$ cat src/rtl/whack_pkg.sv
// -----------------------------------------------------------------------------
// whack_pkg
// Shared definitions for the whack-a-mole referee:
//   - referee FSM state encoding
//   - default timing / lives parameters
//   - LFSR seed value
//   - helper that picks the next mole hole from the LFSR
// -----------------------------------------------------------------------------
package whack_pkg;

    typedef enum logic [1:0] {
        ST_IDLE  = 2'd0,
        ST_UP    = 2'd1,
        ST_PAUSE = 2'd2,
        ST_OVER  = 2'd3
    } state_t;

    localparam int WINDOW_TICKS_DEF = 8;
    localparam int PAUSE_TICKS_DEF  = 4;
    localparam int LIVES_INIT_DEF   = 3;

    localparam logic [7:0] LFSR_SEED = 8'hA5;

    // Next hole comes from the low LFSR bits, bumped by one when it would
    // repeat the previous hole so the player always sees the mole move.
    function automatic logic [1:0] pick_pos(input logic [7:0] lfsr,
                                            input logic [1:0] prev_pos);
        logic [1:0] cand;
        cand = lfsr[1:0];
        if (cand == prev_pos) begin
            cand = cand + 2'd1;
        end
        return cand;
    endfunction

endpackage

$ cat src/rtl/whack_lfsr8.sv
// -----------------------------------------------------------------------------
// whack_lfsr8
// Free-running 8-bit maximal-length Fibonacci LFSR (taps 8,6,5,4), stepping
// every clock. Used as the random source for mole placement.
// Ports:
//   clk        in   system clock, rising edge
//   resetn     in   asynchronous active-low reset, loads LFSR_SEED
//   lfsr_state out  current 8-bit LFSR state
// -----------------------------------------------------------------------------
module whack_lfsr8
    import whack_pkg::*;
(
    input  logic       clk,
    input  logic       resetn,
    output logic [7:0] lfsr_state
);

    logic [7:0] r_lfsr;
    logic       w_feedback;

    // Taps 8,6,5,4 (1-based) map to bits 7,5,4,3.
    assign w_feedback = r_lfsr[7] ^ r_lfsr[5] ^ r_lfsr[4] ^ r_lfsr[3];

    always_ff @(posedge clk or negedge resetn) begin
        if (!resetn) begin
            r_lfsr <= LFSR_SEED;
        end else begin
            r_lfsr <= {r_lfsr[6:0], w_feedback};
        end
    end

    assign lfsr_state = r_lfsr;

endmodule

$ cat src/rtl/whack_referee.sv
// -----------------------------------------------------------------------------
// whack_referee
// Referee for a four-hole whack-a-mole game. Places moles, times the whack
// window, judges key presses, keeps score and lives, and reports game over.
// Ports:
//   clk        in   system clock, rising edge
//   resetn     in   asynchronous active-low reset (abandons any game silently)
//   start      in   one-cycle pulse: begin a new game (honoured in IDLE/OVER)
//   tick       in   one-cycle timing enable from the rate divider
//   whack_key  in   [3:0] player keys, active-high, already synchronised
//   mole_pos   out  [1:0] hole index of the current mole
//   mole_up    out  mole visible and whackable (registered, high in UP)
//   whacked    out  one-cycle pulse on a correct hit
//   missed     out  one-cycle pulse on a wrong key or timeout
//   score      out  [7:0] hits this game, saturating at 255
//   lives      out  [1:0] remaining lives
//   game_over  out  level, high while the game is over
// -----------------------------------------------------------------------------
module whack_referee
    import whack_pkg::*;
#(
    parameter int WINDOW_TICKS = WINDOW_TICKS_DEF,
    parameter int PAUSE_TICKS  = PAUSE_TICKS_DEF,
    parameter int LIVES_INIT   = LIVES_INIT_DEF
)(
    input  logic       clk,
    input  logic       resetn,
    input  logic       start,
    input  logic       tick,
    input  logic [3:0] whack_key,
    output logic [1:0] mole_pos,
    output logic       mole_up,
    output logic       whacked,
    output logic       missed,
    output logic [7:0] score,
    output logic [1:0] lives,
    output logic       game_over
);

    localparam logic [7:0] W_WINDOW = 8'(WINDOW_TICKS);
    localparam logic [7:0] W_PAUSE  = 8'(PAUSE_TICKS);
    localparam logic [1:0] W_LIVES  = 2'(LIVES_INIT);

    // -------------------------------------------------------------------------
    // Registers
    // -------------------------------------------------------------------------
    state_t     r_state;
    logic [7:0] r_timer;
    logic [7:0] r_score;
    logic [1:0] r_lives;
    logic [1:0] r_mole_pos;
    logic       r_mole_up;
    logic       r_whacked;
    logic       r_missed;
    logic       r_game_over;
    logic [3:0] r_key_prev;

    // -------------------------------------------------------------------------
    // Combinational next-state values
    // -------------------------------------------------------------------------
    state_t     w_state_next;
    logic [7:0] w_timer_next;
    logic [7:0] w_score_next;
    logic [1:0] w_lives_next;
    logic [1:0] w_mole_pos_next;
    logic       w_whacked_next;
    logic       w_missed_next;
    logic       w_miss;

    logic [7:0] w_lfsr;
    logic [1:0] w_new_pos;
    logic       w_key_event;
    logic       w_key_match;

    whack_lfsr8 u_lfsr (
        .clk        (clk),
        .resetn     (resetn),
        .lfsr_state (w_lfsr)
    );

    // Only a fresh 0->1 transition on any key counts; holding keys is silent.
    assign w_key_event = |(whack_key & ~r_key_prev);
    // Whole vector must be exactly the mole's one-hot code, so chords miss.
    assign w_key_match = (whack_key == (4'b0001 << r_mole_pos));
    assign w_new_pos   = pick_pos(w_lfsr, r_mole_pos);

    always_comb begin
        w_state_next    = r_state;
        w_timer_next    = r_timer;
        w_score_next    = r_score;
        w_lives_next    = r_lives;
        w_mole_pos_next = r_mole_pos;
        w_whacked_next  = 1'b0;
        w_missed_next   = 1'b0;
        w_miss          = 1'b0;

        case (r_state)
            ST_IDLE, ST_OVER: begin
                if (start) begin
                    w_score_next    = 8'd0;
                    w_lives_next    = W_LIVES;
                    w_timer_next    = W_WINDOW;
                    w_mole_pos_next = w_new_pos;
                    w_state_next    = ST_UP;
                end
            end

            ST_UP: begin
                // A key event takes priority over a coincident timeout tick.
                if (w_key_event) begin
                    if (w_key_match) begin
                        w_whacked_next = 1'b1;
                        w_score_next   = (r_score == 8'hFF) ? r_score : r_score + 8'd1;
                        w_timer_next   = W_PAUSE;
                        w_state_next   = ST_PAUSE;
                    end else begin
                        w_miss = 1'b1;
                    end
                end else if (tick) begin
                    if (r_timer == 8'd1) begin
                        w_miss = 1'b1;
                    end else begin
                        w_timer_next = r_timer - 8'd1;
                    end
                end

                if (w_miss) begin
                    w_missed_next = 1'b1;
                    w_lives_next  = r_lives - 2'd1;
                    if (r_lives == 2'd1) begin
                        w_state_next = ST_OVER;
                    end else begin
                        w_timer_next = W_PAUSE;
                        w_state_next = ST_PAUSE;
                    end
                end
            end

            ST_PAUSE: begin
                if (tick) begin
                    if (r_timer == 8'd1) begin
                        w_mole_pos_next = w_new_pos;
                        w_timer_next    = W_WINDOW;
                        w_state_next    = ST_UP;
                    end else begin
                        w_timer_next = r_timer - 8'd1;
                    end
                end
            end

            default: begin
                w_state_next = ST_IDLE;
            end
        endcase
    end

    // -------------------------------------------------------------------------
    // State register. mole_up / game_over are registered decodes of the next
    // state so they line up exactly with the state they describe.
    // -------------------------------------------------------------------------
    always_ff @(posedge clk or negedge resetn) begin
        if (!resetn) begin
            r_state     <= ST_IDLE;
            r_timer     <= 8'd0;
            r_score     <= 8'd0;
            r_lives     <= 2'd0;
            r_mole_pos  <= 2'd0;
            r_mole_up   <= 1'b0;
            r_whacked   <= 1'b0;
            r_missed    <= 1'b0;
            r_game_over <= 1'b0;
            r_key_prev  <= 4'd0;
        end else begin
            r_state     <= w_state_next;
            r_timer     <= w_timer_next;
            r_score     <= w_score_next;
            r_lives     <= w_lives_next;
            r_mole_pos  <= w_mole_pos_next;
            r_mole_up   <= (w_state_next == ST_UP);
            r_whacked   <= w_whacked_next;
            r_missed    <= w_missed_next;
            r_game_over <= (w_state_next == ST_OVER);
            r_key_prev  <= whack_key;
        end
    end

    assign mole_pos  = r_mole_pos;
    assign mole_up   = r_mole_up;
    assign whacked   = r_whacked;
    assign missed    = r_missed;
    assign score     = r_score;
    assign lives     = r_lives;
    assign game_over = r_game_over;

endmodule

$ cat config.mk
export PLATFORM = sky130hd
export DESIGN_NAME = whack_referee
export DESIGN_NICKNAME = d
export VERILOG_FILES = /design/src/rtl/whack_pkg.sv /design/src/rtl/whack_lfsr8.sv /design/src/rtl/whack_referee.sv
export SDC_FILE = /design/constraint.sdc
export NUM_CORES = 1
export LEC_CHECK = 0
export ABC_AREA = 1
export BUFFER_PORTS_ARGS = -buffer_cell sky130_fd_sc_hd__buf_2
export CAP_MARGIN = 40
export CORE_UTILIZATION = 40
export DETAILED_ROUTE_END_ITERATION = 7
export PLACE_DENSITY = 0.6
export SYNTH_ARGS = -nofsm -noshare
export SYNTH_HDL_FRONTEND = slang
export SYNTH_SLANG_ARGS = --single-unit
$ cat constraint.sdc
create_clock -name clk -period 1.8 [get_ports clk]
set_input_delay 0.09 -clock clk [delete_from_list [all_inputs] [get_ports clk]]
set_output_delay 0.09 -clock clk [all_outputs]
set_load 0.005 [all_outputs]
==> results.sh <==
export IMPL_netSwitchingPower_mw=2.02
export IMPL_powerDensity_nw_per_um2=1530
export IMPL_routed_via_count=2110
export IMPL_setup_ws_ns=0.0958
export IMPL_die_x_um=79.6
export IMPL_hold_end="r_timer[3]$_DFFE_PN0P_"
export IMPL_postSynthAreaPerCell_um2=7.52
export IMPL_preCtsSetupSlack_ns=0.0103
export IMPL_regArea_um2=960
export IMPL_synth_area_um2=2410
export IMPL_yosysWarnings=0
export IMPL_worstHoldStart="start"
export IMPL_clk_pin_slew_worst_paths_ns=0.09
export IMPL_grt_max_degree=39
export IMPL_insertion_delay_ns=0.31
export IMPL_antenna_found_initial=0
export IMPL_syn_nets=335
export IMPL_ant_nets=0
export IMPL_cap_violations=0
export IMPL_mostFrequentLayoutCell="nand2_1"
export IMPL_period_minus_slack_ns=1.70
export IMPL_p_leak_nw=1.51
export IMPL_r2r_end="score[5]$_DFFE_PN0P_"
export IMPL_area_delta_synth_final_pct=19.6
export IMPL_viasPerCell=4.81
export IMPL_die_area_um2=6330
export IMPL_ioPinCount=24
export IMPL_multi_input_area_um2=1250
export IMPL_finish_instance_area_um2=2880
export IMPL_p_int_mw=2.37
export IMPL_synthArstFlopShare_pct=100
export IMPL_crit_fanout=14
export IMPL_placed_cell_area_um2=2670
export IMPL_synth_cell_types=36
export IMPL_synth_ff_type="dfrtp_1"
export IMPL_fin_skew_ns=0.0121
export IMPL_finalSetupTns_ns=0
export IMPL_synth_edf_count=0
export IMPL_yosys_area_top_type="dfrtp_1"
export IMPL_hold_class="in2reg"
export IMPL_clk_path_buf_depth=2
export IMPL_ys_ff_latch=38
export IMPL_cts_made_buffers=5
export IMPL_overflow=0
export IMPL_rows=27
export IMPL_yosysTopAreaCellShare_pct=35.3
export IMPL_final_max_slew_viol_count=0
export IMPL_start_util_pct=42.7
export IMPL_synth_seq_area_share_pct=39.7
export IMPL_antennaDiodeCount=0
export IMPL_grt_pass1_wl_um=9430
export IMPL_drt_wirelength_per_cell_um=12.2
export IMPL_start_kind="register"
export IMPL_portBuffers=23
export IMPL_critPathCaptureType="register"
export IMPL_relSlewSlack_pct=68.0
export IMPL_ir_drop_mv=0.797
export IMPL_routed_wl_um=5360
export IMPL_outcome="complete, no violations"
export IMPL_place_hpwl_um=3920
export IMPL_drive_gt1_share_pct=26.7
export IMPL_holdWs_ns=0.204
export IMPL_rrSetupSlack_ns=0.1
export IMPL_cts_tree="built"
export IMPL_reg2reg_depth=10
export IMPL_htree_num_levels=2
export IMPL_cp_data_required_time_ns=2.00
export IMPL_drt_first_pass_iters=4
export IMPL_synth_top_cells_by_area="dfrtp_1, nand2_1, inv_1, nand3_1, nor2_1"
export IMPL_combPwrFrac_pct=55.8
export IMPL_fin_nets=381
export IMPL_hold_path_depth=4
export IMPL_power_frac_seq_pct=26.5
export IMPL_rsz0062_at_grt="false"
export IMPL_die_y_um=79.6
export IMPL_swShare_pct=46.0
export IMPL_core_area_um2=5640
export IMPL_fin_crit_sh_pct=94.7
export IMPL_clock_fmax_mhz=587
export IMPL_clkPwrFrac_pct=17.7
export IMPL_n_fill_cell=554
export IMPL_r2r_start="r_state[0]$_DFF_PN0_"
export IMPL_first_global_vias=2018
export IMPL_place_gp_congestion=0.843
export IMPL_arrival_ns=1.91
export IMPL_worstSetupPathType="reg2reg"
export IMPL_netlist_instances=320
export IMPL_root_buffer="clkbuf_8"
export IMPL_hold_violations=0
export IMPL_finalSetupViolations=0
export IMPL_clkSinkCount=38
export IMPL_drc=0
export IMPL_final_cell_mix="nand2_1, inv_1, dfrtp_1"
export IMPL_tightest_slew_ns=0.480
export IMPL_first_iter_violations=110
export IMPL_grt_usage_pct=19.4
stage by stage:
stage / utilization [%] / power [mW] / instances
floorplan: - / 2.94 / 320
global placement: 47.4 / 3.50 / 425
detailed placement: 47.4 / 3.53 / 425
CTS: 50.5 / 4.37 / 438
global route: 51.0 / 4.81 / 439
finish: 51.0 / 4.39 / 439
sequential cells by signal (all words and copies together), names as in the netlist:
register and flops:
game_over 1, lives 2, missed 1, mole_pos 2
mole_up 1, r_key_prev 4, r_state 2, r_timer 8
score 8, u_lfsr.lfsr_state 8, whacked 1
how the worst max path moves through the flow:
stage                                      end                     from  slack [ns]  cells past startpoint
after floorplan           score[6]$_DFFE_PN0P_     r_state[0]$_DFF_PN0_        0.04                     11
after global placement    score[5]$_DFFE_PN0P_     r_state[0]$_DFF_PN0_        0.08                     11
after detailed placement  score[5]$_DFFE_PN0P_     r_state[0]$_DFF_PN0_        0.01                     11
after CTS                 score[5]$_DFFE_PN0P_     r_state[0]$_DFF_PN0_        0.03                     10
after global routing      score[5]$_DFFE_PN0P_  mole_pos[0]$_DFFE_PN0P_       0.003                     12
final                     score[5]$_DFFE_PN0P_     r_state[0]$_DFF_PN0_         0.1                     10
power groups by stage:
stage          Combinational, mW  Sequential [mW]  Clock [mW]
6_report                    2.45             1.17       0.778
4_1_cts                     2.41             1.16       0.799
3_5_place_dp                2.35             1.18           0
3_3_place_gp                2.33             1.17           0
5_1_grt                     2.80             1.19       0.826
2_1_floorplan               1.77             1.17           0
cell usage after synthesis (all sizes together) (3+ instances only):
library cell  instances
xor2                  4
buf                   5
or2                   3
nand3                27
nand4                 8
nand2               110
dfstp                 4
a21oi                 8
ha                    7
nor3                  5
dfrtp                34
inv                  42
xnor2                 4
nor2                 35
o21ai                19
area by class of cell:
| class | instances | share of cell area [%] |
|---|---|---|
| Clock inverter | 3 | 1.56 |
| Tap cell | 72 | 3.13 |
| Inverter | 43 | 5.82 |
| Clock buffer | 5 | 2.39 |
| Timing Repair Buffer | 45 | 10.2 |
| Multi-Input combinational cell | 233 | 43.6 |
| Sequential cell | 38 | 33.3 |
what timing repair did:
action	in CTS	in global routing
hold buffers	5	0
cloned	0	0
endpoints found under the hold margin	38	0
setup buffers	0	1
setup endpoints to repair	2	18
gates resized for setup	1	11
pin swaps	0	1
kinds of logic (layout without fill, tap and decap cells):
family | Yosys count | in the layout | synth area share (%)
AOI/OAI and AO/OA | 29 | 29 | 7.59
xor gates and xnor gates | 8 | 8 | 2.91
adders and majority gates | 7 | 7 | 3.64
buffers and inverters | 49 | 96 | 9.41
DFF | 38 | 38 | 39.7
and+or+nand+nor | 189 | 189 | 36.7
critical path, stage by stage, from the launching register on:
cell     delay [ns]
dfrtp_1        0.36
inv_1          0.06
ha_1           0.30
inv_2          0.04
or2_4          0.24
o21ai_2        0.09
a21oi_2        0.07
nand2_4        0.12
nand2_8        0.11
a21oi_1        0.15
nor2_1         0.07
routing by layer:
layer	track usage [%]	routed length, µm	vias to the layer above
li1	-	-	1097
met1	25.1	2530	961
met2	31.8	2510	44
met3	3.66	239	8
met4	7.27	86	0
met5	0	0	-
No activity file was read; power rests on OpenSTA's default activity.
